--- src/rtl/dmem_pkg.sv ---
// dmem_pkg: shared constants for the data-memory arbiter and its helpers.
//   Size codes  : BYTE, HALF_WORD, WORD (2'b11 is illegal)
//   FSM states  : IDLE, ACCESS
//   Master ids  : M0 (load/store unit), M1 (DMA/debug)
package dmem_pkg;

  localparam logic [1:0] BYTE      = 2'b00;
  localparam logic [1:0] HALF_WORD = 2'b01;
  localparam logic [1:0] WORD      = 2'b10;

  typedef enum logic {
    IDLE   = 1'b0,
    ACCESS = 1'b1
  } state_t;

  localparam logic M0 = 1'b0;
  localparam logic M1 = 1'b1;

endpackage

--- src/rtl/dmem_arbiter_if.sv ---
// dmem_arbiter_if: one requesting master's access channel into dmem_arbiter.
//   Req, WE, Size, SignEx, Addr, WrData : request, held stable until Ack
//   Ack, RdData, Err                    : one-cycle completion response
// Modports: master (requester side), slave (arbiter side).
interface dmem_arbiter_if #(
  parameter int AW = 32,
  parameter int DW = 32
);
  logic          Req;
  logic          WE;
  logic [1:0]    Size;
  logic          SignEx;
  logic [AW-1:0] Addr;
  logic [DW-1:0] WrData;
  logic          Ack;
  logic [DW-1:0] RdData;
  logic          Err;

  modport master (
    output Req, WE, Size, SignEx, Addr, WrData,
    input  Ack, RdData, Err
  );

  modport slave (
    input  Req, WE, Size, SignEx, Addr, WrData,
    output Ack, RdData, Err
  );
endinterface

--- src/rtl/dmem_align_chk.sv ---
// dmem_align_chk: combinational alignment check for a memory access.
//   i_Size       in 2 : access size code
//   i_AddrLo     in 2 : low two byte-address bits
//   o_Misaligned out 1: half-word on odd address, word not on a 4-byte
//                       boundary, or illegal size code
module dmem_align_chk
  import dmem_pkg::*;
(
  input  logic [1:0] i_Size,
  input  logic [1:0] i_AddrLo,
  output logic       o_Misaligned
);

  always_comb begin
    o_Misaligned = 1'b0;
    case (i_Size)
      BYTE:      o_Misaligned = 1'b0;
      HALF_WORD: o_Misaligned = i_AddrLo[0];
      WORD:      o_Misaligned = |i_AddrLo;
      default:   o_Misaligned = 1'b1;
    endcase
  end

endmodule

--- src/rtl/dmem_arbiter.sv ---
// dmem_arbiter: two-master arbiter/sequencer in front of the single DMEM port.
// Each granted access is latched, driven onto DMEM for one cycle (ACCESS),
// then answered with a registered Ack/RdData/Err pulse.
//   i_Clk, i_Rst (async, active-low)
//   m0, m1   : dmem_arbiter_if.slave request channels
//   o_fWE, o_fRE, o_Size, o_fSignEx, o_Addr, o_Data : DMEM controls
//   i_Data   : DMEM combinational read data
// Build option: DMEM_ARB_RR_EN selects round-robin tie-breaking; when
// undefined, M0 always wins ties and no pointer register exists.
//
// state  | meaning
// IDLE   | DMEM outputs 0, waiting for an eligible request
// ACCESS | latched command on DMEM for one cycle, response registered
module dmem_arbiter
  import dmem_pkg::*;
#(
  parameter int AW = 32,
  parameter int DW = 32
) (
  input  logic          i_Clk,
  input  logic          i_Rst,
  dmem_arbiter_if.slave m0,
  dmem_arbiter_if.slave m1,
  output logic          o_fWE,
  output logic          o_fRE,
  output logic [1:0]    o_Size,
  output logic          o_fSignEx,
  output logic [AW-1:0] o_Addr,
  output logic [DW-1:0] o_Data,
  input  logic [DW-1:0] i_Data
);

  state_t        state, stateNext;

  logic          cmdWE, cmdSignEx, cmdMis, cmdId;
  logic [1:0]    cmdSize;
  logic [AW-1:0] cmdAddr;
  logic [DW-1:0] cmdData;

  logic          ack0Q, ack1Q, err0Q, err1Q;
  logic [DW-1:0] rd0Q, rd1Q;

  logic          elig0, elig1, grant, winId, winMis;
  logic          winWE, winSignEx;
  logic [1:0]    winSize;
  logic [AW-1:0] winAddr;
  logic [DW-1:0] winData;

  // A request still high during its own Ack cycle is the finished one.
  assign elig0 = m0.Req & ~ack0Q;
  assign elig1 = m1.Req & ~ack1Q;
  assign grant = elig0 | elig1;

`ifdef DMEM_ARB_RR_EN
  logic lastId;

  // Tie goes to whoever was not served last.
  always_comb begin
    winId = elig0 ? M0 : M1;
    if (elig0 && elig1) winId = ~lastId;
  end

  always_ff @(posedge i_Clk or negedge i_Rst) begin
    if (!i_Rst)                        lastId <= M1;
    else if (state == IDLE && grant)   lastId <= winId;
  end
`else
  assign winId = elig0 ? M0 : M1;
`endif

  assign winWE     = (winId == M1) ? m1.WE     : m0.WE;
  assign winSize   = (winId == M1) ? m1.Size   : m0.Size;
  assign winSignEx = (winId == M1) ? m1.SignEx : m0.SignEx;
  assign winAddr   = (winId == M1) ? m1.Addr   : m0.Addr;
  assign winData   = (winId == M1) ? m1.WrData : m0.WrData;

  dmem_align_chk uAlignChk (
    .i_Size      (winSize),
    .i_AddrLo    (winAddr[1:0]),
    .o_Misaligned(winMis)
  );

  always_ff @(posedge i_Clk or negedge i_Rst) begin
    if (!i_Rst) state <= IDLE;
    else        state <= stateNext;
  end

  // DMEM side is fully zeroed outside ACCESS; a misaligned command keeps
  // both enables low so DMEM is never touched.
  always_comb begin
    stateNext = state;
    o_fWE     = 1'b0;
    o_fRE     = 1'b0;
    o_Size    = 2'b00;
    o_fSignEx = 1'b0;
    o_Addr    = '0;
    o_Data    = '0;
    case (state)
      IDLE: begin
        if (grant) stateNext = ACCESS;
      end
      ACCESS: begin
        o_fWE     = cmdWE & ~cmdMis;
        o_fRE     = ~cmdWE & ~cmdMis;
        o_Size    = cmdSize;
        o_fSignEx = cmdSignEx;
        o_Addr    = cmdAddr;
        o_Data    = cmdData;
        stateNext = IDLE;
      end
      default: stateNext = IDLE;
    endcase
  end

  always_ff @(posedge i_Clk or negedge i_Rst) begin
    if (!i_Rst) begin
      cmdWE     <= 1'b0;
      cmdSignEx <= 1'b0;
      cmdMis    <= 1'b0;
      cmdId     <= M0;
      cmdSize   <= 2'b00;
      cmdAddr   <= '0;
      cmdData   <= '0;
    end else if (state == IDLE && grant) begin
      cmdWE     <= winWE;
      cmdSignEx <= winSignEx;
      cmdMis    <= winMis;
      cmdId     <= winId;
      cmdSize   <= winSize;
      cmdAddr   <= winAddr;
      cmdData   <= winData;
    end
  end

  // Responses are single-cycle pulses; RdData is cleared whenever Ack is low.
  always_ff @(posedge i_Clk or negedge i_Rst) begin
    if (!i_Rst) begin
      ack0Q <= 1'b0;
      ack1Q <= 1'b0;
      err0Q <= 1'b0;
      err1Q <= 1'b0;
      rd0Q  <= '0;
      rd1Q  <= '0;
    end else begin
      ack0Q <= 1'b0;
      ack1Q <= 1'b0;
      err0Q <= 1'b0;
      err1Q <= 1'b0;
      rd0Q  <= '0;
      rd1Q  <= '0;
      if (state == ACCESS) begin
        if (cmdId == M0) begin
          ack0Q <= 1'b1;
          err0Q <= cmdMis;
          rd0Q  <= (!cmdWE && !cmdMis) ? i_Data : '0;
        end else begin
          ack1Q <= 1'b1;
          err1Q <= cmdMis;
          rd1Q  <= (!cmdWE && !cmdMis) ? i_Data : '0;
        end
      end
    end
  end

  assign m0.Ack    = ack0Q;
  assign m0.Err    = err0Q;
  assign m0.RdData = rd0Q;
  assign m1.Ack    = ack1Q;
  assign m1.Err    = err1Q;
  assign m1.RdData = rd1Q;

endmodule
--- src/flat_wrapper.sv ---
// flat-port wrapper written by rule: the top's interface ports become plain ports
module dmem_arbiter_flat import dmem_pkg::*;
#(
  parameter int AW = 32,
  parameter int DW = 32
)
  (i_Clk, i_Rst, o_fWE, o_fRE, o_Size, o_fSignEx, o_Addr, o_Data, i_Data, m0_Req, m0_WE, m0_Size, m0_SignEx, m0_Addr, m0_WrData, m0_Ack, m0_RdData, m0_Err, m1_Req, m1_WE, m1_Size, m1_SignEx, m1_Addr, m1_WrData, m1_Ack, m1_RdData, m1_Err);
  dmem_arbiter_if #(.AW(AW), .DW(DW)) m0_i ();
  dmem_arbiter_if #(.AW(AW), .DW(DW)) m1_i ();
  input  logic i_Clk;
  input  logic i_Rst;
  output logic o_fWE;
  output logic o_fRE;
  output logic [1:0] o_Size;
  output logic o_fSignEx;
  output logic [AW-1:0] o_Addr;
  output logic [DW-1:0] o_Data;
  input  logic [DW-1:0] i_Data;
  input wire logic [$bits(m0_i.Req)-1:0] m0_Req;
  input wire logic [$bits(m0_i.WE)-1:0] m0_WE;
  input wire logic [$bits(m0_i.Size)-1:0] m0_Size;
  input wire logic [$bits(m0_i.SignEx)-1:0] m0_SignEx;
  input wire logic [$bits(m0_i.Addr)-1:0] m0_Addr;
  input wire logic [$bits(m0_i.WrData)-1:0] m0_WrData;
  output wire logic [$bits(m0_i.Ack)-1:0] m0_Ack;
  output wire logic [$bits(m0_i.RdData)-1:0] m0_RdData;
  output wire logic [$bits(m0_i.Err)-1:0] m0_Err;
  input wire logic [$bits(m1_i.Req)-1:0] m1_Req;
  input wire logic [$bits(m1_i.WE)-1:0] m1_WE;
  input wire logic [$bits(m1_i.Size)-1:0] m1_Size;
  input wire logic [$bits(m1_i.SignEx)-1:0] m1_SignEx;
  input wire logic [$bits(m1_i.Addr)-1:0] m1_Addr;
  input wire logic [$bits(m1_i.WrData)-1:0] m1_WrData;
  output wire logic [$bits(m1_i.Ack)-1:0] m1_Ack;
  output wire logic [$bits(m1_i.RdData)-1:0] m1_RdData;
  output wire logic [$bits(m1_i.Err)-1:0] m1_Err;
  assign m0_i.Req = m0_Req;
  assign m0_i.WE = m0_WE;
  assign m0_i.Size = m0_Size;
  assign m0_i.SignEx = m0_SignEx;
  assign m0_i.Addr = m0_Addr;
  assign m0_i.WrData = m0_WrData;
  assign m0_Ack = m0_i.Ack;
  assign m0_RdData = m0_i.RdData;
  assign m0_Err = m0_i.Err;
  assign m1_i.Req = m1_Req;
  assign m1_i.WE = m1_WE;
  assign m1_i.Size = m1_Size;
  assign m1_i.SignEx = m1_SignEx;
  assign m1_i.Addr = m1_Addr;
  assign m1_i.WrData = m1_WrData;
  assign m1_Ack = m1_i.Ack;
  assign m1_RdData = m1_i.RdData;
  assign m1_Err = m1_i.Err;
  dmem_arbiter #(.AW(AW), .DW(DW)) u_core (.i_Clk(i_Clk), .i_Rst(i_Rst), .m0(m0_i), .m1(m1_i), .o_fWE(o_fWE), .o_fRE(o_fRE), .o_Size(o_Size), .o_fSignEx(o_fSignEx), .o_Addr(o_Addr), .o_Data(o_Data), .i_Data(i_Data));
endmodule
--- config.mk ---
export PLATFORM = sky130hd
export DESIGN_NAME = dmem_arbiter_flat
export DESIGN_NICKNAME = d
export VERILOG_FILES = /design/src/rtl/dmem_pkg.sv /design/src/rtl/dmem_arbiter_if.sv /design/src/rtl/dmem_align_chk.sv /design/src/rtl/dmem_arbiter.sv /design/src/flat_wrapper.sv
export SDC_FILE = /design/constraint.sdc
export NUM_CORES = 1
export LEC_CHECK = 0
export BUFFER_PORTS_ARGS = -buffer_cell sky130_fd_sc_hd__buf_2
export CAP_MARGIN = 20
export CORE_MARGIN = 4
export CORE_UTILIZATION = 30
export CTS_CLUSTER_SIZE = 10
export DETAILED_ROUTE_END_ITERATION = 8
export PLACE_DENSITY = 0.53
export SKIP_CTS_REPAIR_TIMING = 1
export SYNTH_ARGS = -nofsm -noshare
export SYNTH_HDL_FRONTEND = slang
export SYNTH_HIERARCHICAL = 1
export SYNTH_SLANG_ARGS = --single-unit
--- constraint.sdc ---
create_clock -name i_Clk -period 3.8 [get_ports i_Clk]
set_input_delay 0.38 -clock i_Clk [delete_from_list [all_inputs] [get_ports i_Clk]]
set_output_delay 0.38 -clock i_Clk [all_outputs]
set_load 0.01 [all_outputs]
After elaboration in Yosys (flattened, before gate mapping)
Index checks and enable logic that the tools add are counted.
Widths: inputs -> output; s select.
- register bits after elaboration: 139
- output and inout bits: 137
- input bits: 172
- word-level logic and storage cells: 60
- multiplexer cells: 28
- bitwise gates (word level): 10
- reduce and logical (&&, ||, !) cells: 6
- equal/unequal tests: 2
- operators with widths (operator ; number):
    $mux 32 ; 9
    $mux 1 ; 15
    $not 1->1 ; 5
    $and 1x1->1 ; 4
    $mux 2 ; 2
    $pmux 1 s3 ; 1
    $eq 2x1->1 const B ; 1
    $eq 2x2->1 const B ; 1
    $logic_and 1x1->1 ; 2
    $logic_not 1->1 ; 2
    $logic_not 2->1 ; 1
    $pmux 1 s2 ; 1
    $reduce_or 2->1 ; 1
    $or 1x1->1 ; 1

Longest topological paths before layout
Gate-level depths: netlist of run 1.
- depth in word-level cells: 5
- gate-level depth with buffers: 7
- mapped depth without buffers: 5

Modules after synthesis
Netlist of run 1, hierarchy kept.
- by module, submodules not included (module ; area each (um^2) ; cells an instance ; sequential area each (um^2) ; times used):
    dmem_arbiter ; 6154.7 ; 449 ; 3478.3 ; 1
    dmem_align_chk ; 13.8 ; 3 ; 0.0 ; 1

Worst setup path before layout of run 1
Ideal clock, no wire load.
- kind: register to register
- start point: register u_core.ack0Q (netlist: u_core/m0.Ack)
- end point: register u_core.cmdMis
- arrival: 1589 ps
- library setup time: 128 ps
- stages on the path, launching flop included: 8
- buffers on the path: 2
- setup slack: 2084 ps
- period minus slack after synthesis: 1716 ps
- required time: 3672 ps
- path through: dfrtp_1 > nand2b_4 > buf_6 > buf_6 > mux2_2 > nor3_1 > nor2_1 > mux2_1
- longest elaborated chain between the ends: 5
- elaborated cells between the ends (all ways): 11
- classes of those cells: eq/ne: 2; mux: 3; bitwise: 3; reduce/logical: 3
- RTL lines (item ; line ; text):
    start: declaration ; dmem_arbiter.sv:40 ; logic ack0Q, ack1Q, err0Q, err1Q;
    start signal: assignment ; dmem_arbiter.sv:138 ; ack0Q <= 1'b0;
    start signal: assignment ; dmem_arbiter.sv:145 ; ack0Q <= 1'b0;
    start signal: assignment ; dmem_arbiter.sv:153 ; ack0Q <= 1'b1;
    $not 1->1 * ; dmem_arbiter.sv:50 ; assign elig0 = m0.Req & ~ack0Q;
    $and 1x1->1 * ; dmem_arbiter.sv:50 ;
    $mux 2 * ; dmem_arbiter.sv:72 ; assign winSize = (winId == M1) ? m1.Size : m0.Size;
    named net u_core.winSize[0] ; dmem_arbiter.sv:45 ; logic [1:0] winSize;
    $eq 2x2->1 (tied with other cells) ; dmem_align_chk.sv:16 ; case (i_Size)
    $pmux 1 s3 * ; dmem_align_chk.sv:16 ;
    named net u_core.winMis ; dmem_arbiter.sv:43 ; logic elig0, elig1, grant, winId, winMis;
    end signal: assignment ; dmem_arbiter.sv:127 ; cmdMis <= winMis;
    end: declaration ; dmem_arbiter.sv:35 ; logic cmdWE, cmdSignEx, cmdMis, cmdId;
Mark *: on every way through the listed nets, which the timed path passes. The rest lies on a longest branch.
A chain may end at the register's enable or synchronous reset.

Worst setup path in the final report of run 1
- start point: register u_core.ack0Q (netlist: u_core/m0.Ack)
- end point: register u_core.cmdData[0]
- longest elaborated chain between the ends: 4
- elaborated cells between the ends (all ways): 5
- classes of those cells: mux: 1; bitwise: 3; reduce/logical: 1
- RTL lines (item ; line ; text):
    $not 1->1 * ; dmem_arbiter.sv:50 ;
    $and 1x1->1 * ; dmem_arbiter.sv:50 ;
    $or 1x1->1 ; dmem_arbiter.sv:52 ; assign grant = elig0 | elig1;
    $logic_and 1x1->1 ; dmem_arbiter.sv:124 ; end else if (state == IDLE && grant) begin
    end signal: assignment ; dmem_arbiter.sv:131 ; cmdData <= winData;
    end: declaration ; dmem_arbiter.sv:38 ; logic [DW-1:0] cmdData;
Mark *: on every way between the ends. The rest lies on a longest branch, timed or not.

==> results of run 1 <==
## synthesized netlist by cell type
cell,instances,share of area (%)
nand2b_4,1,0.22
mux2_1,3,0.55
clkbuf_1,14,0.85
nor2b_1,1,0.10
a21oi_1,1,0.081
a21oi_2,1,0.14
mux2_4,18,4.4
nor2_1,2,0.12
and3_1,1,0.10
mux2_2,116,21
and2_1,133,13
o22a_1,1,0.14
buf_6,3,0.55
nand2b_1,1,0.10
buf_4,1,0.12
nor3b_1,3,0.37
nor3_1,1,0.081
and3b_1,1,0.14
buf_2,11,0.89
dfrtp_1,139,56
## per-layer routing
layer / up-vias / GRT usage (%) / wire (µm)
met2: 183 / 24.7 / 8130
met1: 2157 / 15.5 / 6190
met3: 14 / 6.88 / 1950
li1: 2122 / - / -
met5: - / 0 / 20
met4: 2 / 4.13 / 208
## worst min path at each step
stage	end	slack, ps	depth (start not counted)
floorplan	u_core/cmdAddr[0]$_DFFE_PN0P_	80	0
global placement	u_core/cmdData[31]$_DFFE_PN0P_	470	1
CTS	u_core/m1.RdData[4]$_DFF_PN0_	80	1
global route	u_core/m1.RdData[4]$_DFF_PN0_	120	1
finish	u_core/m1.RdData[4]$_DFF_PN0_	40	1
detailed placement	u_core/cmdAddr[31]$_DFFE_PN0P_	490	1
## metrics by stage
step	power, mW	instances	hold WS (ps)
2_1_floorplan	3.75	452	84.4
3_3_place_gp	4.55	1008	465
3_5_place_dp	4.62	1008	489
4_1_cts	6.27	1040	83.3
5_1_grt	6.60	1042	118
6_report	6.15	1042	36.6
## sequential cells by signal, indices dropped and copies added, names as in the netlist, 2 cells and up
name,count
u_core/cmdAddr,32
u_core/cmdData,32
u_core/cmdSize,2
u_core/m0.RdData,32
u_core/m1.RdData,32
## worst max-delay path, delay by kind of cell, from the launching register on
kind	cells	cell delay [ps]
muxes	2	680
buffers and inverters	1	480
and+or+nand+nor	1	560
DFF	1	430
## cell families after synthesis
kind of cell | share of synthesized area [%]
and+or+nand+nor | 14.7
DFF | 56.4
muxes | 26.1
buffers and inverters | 2.41
AOI/OAI and AO/OA | 0.365
## power groups by stage
stage | registers (mW) | clock network [mW] | logic [mW]
6_report | 2.20 | 1.61 | 2.34
3_5_place_dp | 2.31 | 0 | 2.31
5_1_grt | 2.27 | 1.75 | 2.57
2_1_floorplan | 2.18 | 0 | 1.58
4_1_cts | 2.28 | 1.67 | 2.32
3_3_place_gp | 2.28 | 0 | 2.27
## layout make-up
type | count | area, µm² | share of cell area (%)
diodes | 1 | 2.50 | 0.0292
repair buffers | 316 | 1620 | 18.9
well taps | 270 | 338 | 3.94
multi-input cells | 284 | 2560 | 29.8
clock buffers | 19 | 433 | 5.05
flip-flops and latches | 139 | 3480 | 40.6
clock inverters | 13 | 143 | 1.66
==> run metrics, run 1 <==
placed instance area=0.00798 mm²; worst vdd ir=0.000308 V; CP startpoint=u_core/m0.Ack$_DFF_PN0_; Crit path required time=approximately 4100 ps; via/cell ratio=~4.3; Final Skew=7.62 ps; die extent in x=151 µm; GR Overflow Total=0; pin count of the biggest net entering global routing=96; Net Sw Power=about 2.0 mW; fin crit period=approximately 2300 ps; syn nets=624; P&R area growth vs syn=39.0%; H-Tree Depth=4; Avg WL per Cell=between 15 and 20 µm; vias in the first global route=just under 5,000; DIE HEIGHT=about 150 µm; Iteration-0 DRC Markers=between 70 and 80; dpl ws=between 1000 and 1500 ps; vias=4,478; critical path peak fanout=40; port bufs=just over 300; ANT nets after route=0; MaxCap Viol Count=0; fmax=about 0.44 GHz; clock buffer count from CTS=17; r2r startpoint=u_core/m0.Ack$_DFF_PN0_; CP Cell Sequence=nand2b_4 > buf_4 > mux2_2 > mux2_1; Seq/Total Area, Yosys=56.4%; core area=between 0.02 and 0.025 mm²; GRT Total Usage=14.3%; Distinct cells, synth=20; fin area=approximately 0.0086 mm²; Final Net Count=930; setup tns final=0 ps; Startpoint Class=flop; Cell Rows=52; critical path arrival=roughly 2600 ps; DP HPWL=roughly 12 mm; CP peak stage delay=560 ps; initial core utilization=a little under a third; most frequent cells in the layout=buf_2, dfrtp_1, and2_1; initial antenna violation count=2; Sw Share=31.8%; slowest CP cell=nand2b_4; die footprint=0.0229 mm²; drt drc=0; first-pass GRT wire length=between 20 and 30 mm; RSZ-0062 raised after global routing=no; final worst-path cycle share=60.2%; CTS root buffer=clkbuf_16; final core utilization=42.4%; Fill cells=1,976; r2r setup slk=between 1500 and 2000 ps; Max-slew headroom=43.3%; Min-Delay Path Class=in -> async; gpl congestion=around 0.77; TritonCTS clock tree=yes; crit path capture type=flop; syn avg cell area=13.6 µm²; Yosys warning count=6; final setup vio count=0; clock buffer depth=2; PD cells=approximately 700 mW/mm²; Clock power frac=about a quarter; clk sinks=about 140; CP Class=reg -> reg; setup ws final=about 1500 ps; Leakage=approximately 4.5 nW; cell count after synthesis=~450; Max Slew Vio Count=0; CP Capture Point=u_core/cmdData[0]$_DFFE_PN0P_; Slew @ Worst Pin=between 800 and 900 ps; outcome=complete, no violations; Pint=roughly 4.2 mW; Routed Wire Length=about 16 mm; reg2reg end=u_core/cmdData[0]$_DFFE_PN0P_; most common cell after layout, fill and taps aside=buf_2; Hold Violations, Final=0; Clock transition at path regs=around 60 ps; worst-skew pair later-pin latency=between 400 and 500 ps; Detailed Routing Iterations Pass 1=7; Comb pwr share=roughly 38%; Flop pwr share=between 30% and 40%; cell count of the worst reg-to-reg path=4; Yosys reg bits=139; ratio of cells with drive above 1 in the final layout=62.9%; synthesized cell area=about 0.006 mm²; # IOs=309
Power figures use the tool's default switching activity.
==> run 2, diff against run 1 <==
Settings changed: ABC_AREA set to 1.
Clock period 3.8 ns to 2.2 ns, I/O delays scaled along.
==> run metrics, run 2 <==
Synth area leader=dfrtp_1; CP Cell Sequence=buf_12 > nand2_1 > inv_1 > buf_2; FF/Latch Area=between 0.003 and 0.004 mm²; Detailed Routing Iterations Pass 1=4; P&R area growth vs syn=37.0%; Routed Wire Length=between 20 and 25 mm; die extent in x=155 µm; outcome=complete, no violations; fin crit period=around 1800 ps; Yosys warning count=6; total power=~11 mW; cell count after synthesis=865; drt drc=0; most common cell after layout, fill and taps aside=nand2_1; H-Tree Depth=4; PD cells=roughly 1300 mW/mm²; worst hold stages=3; synthesized cell area=about 0.0065 mm²; largest family of logic cells by synthesized area=simple AND/OR/NAND/NOR gates; syn avg cell area=approximately 7.5 µm²; setup tns final=0 ps; Slew @ Worst Pin=about 540 ps; Final Net Count=1,326; clock buffer depth=2; clk sinks=~140; Clock power frac=between 20 and 25%; GRT Total Usage=between 10% and 20%; Hold Crit Endpoint=u_core/m0.RdData[25]$_DFF_PN0_; vias=around 6,400; final worst-path cycle share=between 80% and 90%; die footprint=0.0240 mm²; CP Class=reg -> out; Primary FF master, synth=dfrtp_1; via/cell ratio=~4.4; crit path capture type=primary output; XOR/XNOR Fraction of Synth Area=0%; final setup vio count=0; multiplexer area fraction after synthesis=0%; Cell Rows=53; fmax=0.547 GHz; WHS=around 37 ps; MaxCap Viol Count=0; r2r setup slk=around 570 ps; r2r startpoint=u_core/m0.Ack$_DFF_PN0_; Sw Share=42.3%; TritonCTS clock tree=yes; CTS root buffer=clkbuf_16; most frequent cells in the layout=nand2_1, buf_2, nand3_1, dfrtp_1, inv_1; Synth Area in Compound Gates=less than 1%; most common cell in the synthesized netlist=nand2_1; Min-Delay Path Class=in -> reg; Seq/Total Area, Yosys=53.8%; Iteration-0 DRC Markers=between 300 and 400; Net Sw Power=between 4 and 5 mW; multi-input logic area=between 0.002 and 0.0025 mm²; HP Start=i_Data[25]; port bufs=308; Avg WL per Cell=approximately 15 µm; reg2reg end=u_core/cmdSize[0]$_DFFE_PN0P_; syn nets=approximately 1,000; worst vdd ir=about 0.00052 V; Hold Violations, Final=0; first-pass GRT wire length=33.8 mm; Startpoint Class=flop; pin count of the biggest net entering global routing=61; initial antenna violation count=0; DIE HEIGHT=approximately 150 µm; synth top area cells=dfrtp_1, nand2_1, nand3_1, inv_1, nor2_1; slowest CP cell=dfrtp_2; antenna cell count=0; gpl congestion=about 0.80; clock buffer count from CTS=17; Synth top area share=around 54%; Post-synth top cells=nand2_1, dfrtp_1, nand3_1; Yosys reg bits=between 100 and 150; critical path arrival=1610 ps; cell count of the worst reg-to-reg path=7; Fill cells=2,280; Clock transition at path regs=approximately 70 ps; Async SR Flop Fraction=100%; Max Slew Vio Count=0; worst-skew pair later-pin latency=between 400 and 500 ps; # IOs=a little over 300; Max-slew headroom=a little under two thirds; RSZ-0062 raised after global routing=no; critical path peak fanout=60; ANT nets after route=0; ratio of cells with drive above 1 in the final layout=between 30% and 40%; Distinct cells, synth=17; Pint=6.63 mW; core area=0.0211 mm²; Leakage=between 5 and 6 nW; Crit path required time=~2000 ps; CP peak stage delay=around 540 ps; Synth Area in Adders=0%; Final Skew=9.07 ps; Flop pwr share=roughly a third; vias in the first global route=between 6,000 and 7,000; Post-synth EDFFs=0; DP HPWL=15.3 mm; Synth Area in Simple Gates=37.4%; GR Overflow Total=0; Comb pwr share=a little over two fifths; initial core utilization=a little under a third
-- run 2: cell count changes in the layout (fill, tap and decap cells not counted), moves of 3 or more --
cell,previous run,this run
inv_1,0,72
buf_4,7,19
nand3_1,0,138
inv_6,3,6
nor2_1,2,67
mux2_4,18,0
mux2_1,3,0
nand2_1,0,378
mux2_2,116,0
and2_1,133,0
-- run 2: worst max-delay path: cells and delay by family (launching register included) --
kind / cells / cell delay, ps
and+or+nand+nor: 1 / 100
DFF: 1 / 540
buffers and inverters: 3 / 520
-- run 2: cells by family (layout without fill, tap and decap cells) --
logic type / after synthesis / count (layout)
flip-flops: 139 / 139
buffers and inverters: 134 / 436
AO/OA/AOI/OAI: 3 / 3
AND/OR/NAND/NOR: 589 / 589
-- run 2: power by group through the flow --
stage                     sequential [mW]  combinational (mW)  clock (mW)
final                                3.85                4.84        2.80
after global routing                 3.94                5.48        3.00
after CTS                            3.85                4.97        2.90
after detailed placement             3.88                4.95           0
after global placement               3.87                4.92           0
after floorplan                      3.87                3.06           0
-- run 2: cell type report --
| class | count | share of cell area, % |
|---|---|---|
| clock inverters | 15 | 1.70 |
| inverters | 74 | 3.16 |
| flip-flops and latches | 139 | 39.3 |
| repair buffers | 330 | 19.6 |
| well taps | 275 | 3.88 |
| multi-input cells | 592 | 27.5 |
| clock buffers | 17 | 4.80 |
-- run 2: how the worst max path moves through the flow --
stage                                 start                       endpoint  slack (ps)  cells past startpoint
finish               u_core/state$_DFF_PN0_                      o_fSignEx         370                      4
global placement    u_core/m0.Ack$_DFF_PN0_   u_core/cmdSignEx$_DFFE_PN0P_         620                      7
detailed placement  u_core/m0.Ack$_DFF_PN0_  u_core/cmdSize[0]$_DFFE_PN0P_         540                      7
floorplan           u_core/m0.Ack$_DFF_PN0_      u_core/cmdMis$_DFFE_PN0P_         900                      9
global route         u_core/state$_DFF_PN0_                     o_Data[31]         230                      4
CTS                  u_core/state$_DFF_PN0_                      o_Size[0]         320                      4
-- run 2: routing by layer --
metal  part of all wire, %  track usage (%)
met3                   6.5             3.86
met4                   1.7             5.55
met5                     0                0
met2                    50             29.2
met1                    42             23.1
-- run 2: per-stage QoR --
step / std cells / instance area [µm²] / util (%) / setup WS [ps]
after floorplan: 865 / 6470 / - / 897
after global placement: 1409 / 8270 / 39.2 / 618
final: 1442 / 8860 / 42.0 / 372
after detailed placement: 1409 / 8270 / 39.2 / 543
after global routing: 1442 / 8860 / 42.0 / 232
after CTS: 1441 / 8850 / 42.0 / 317
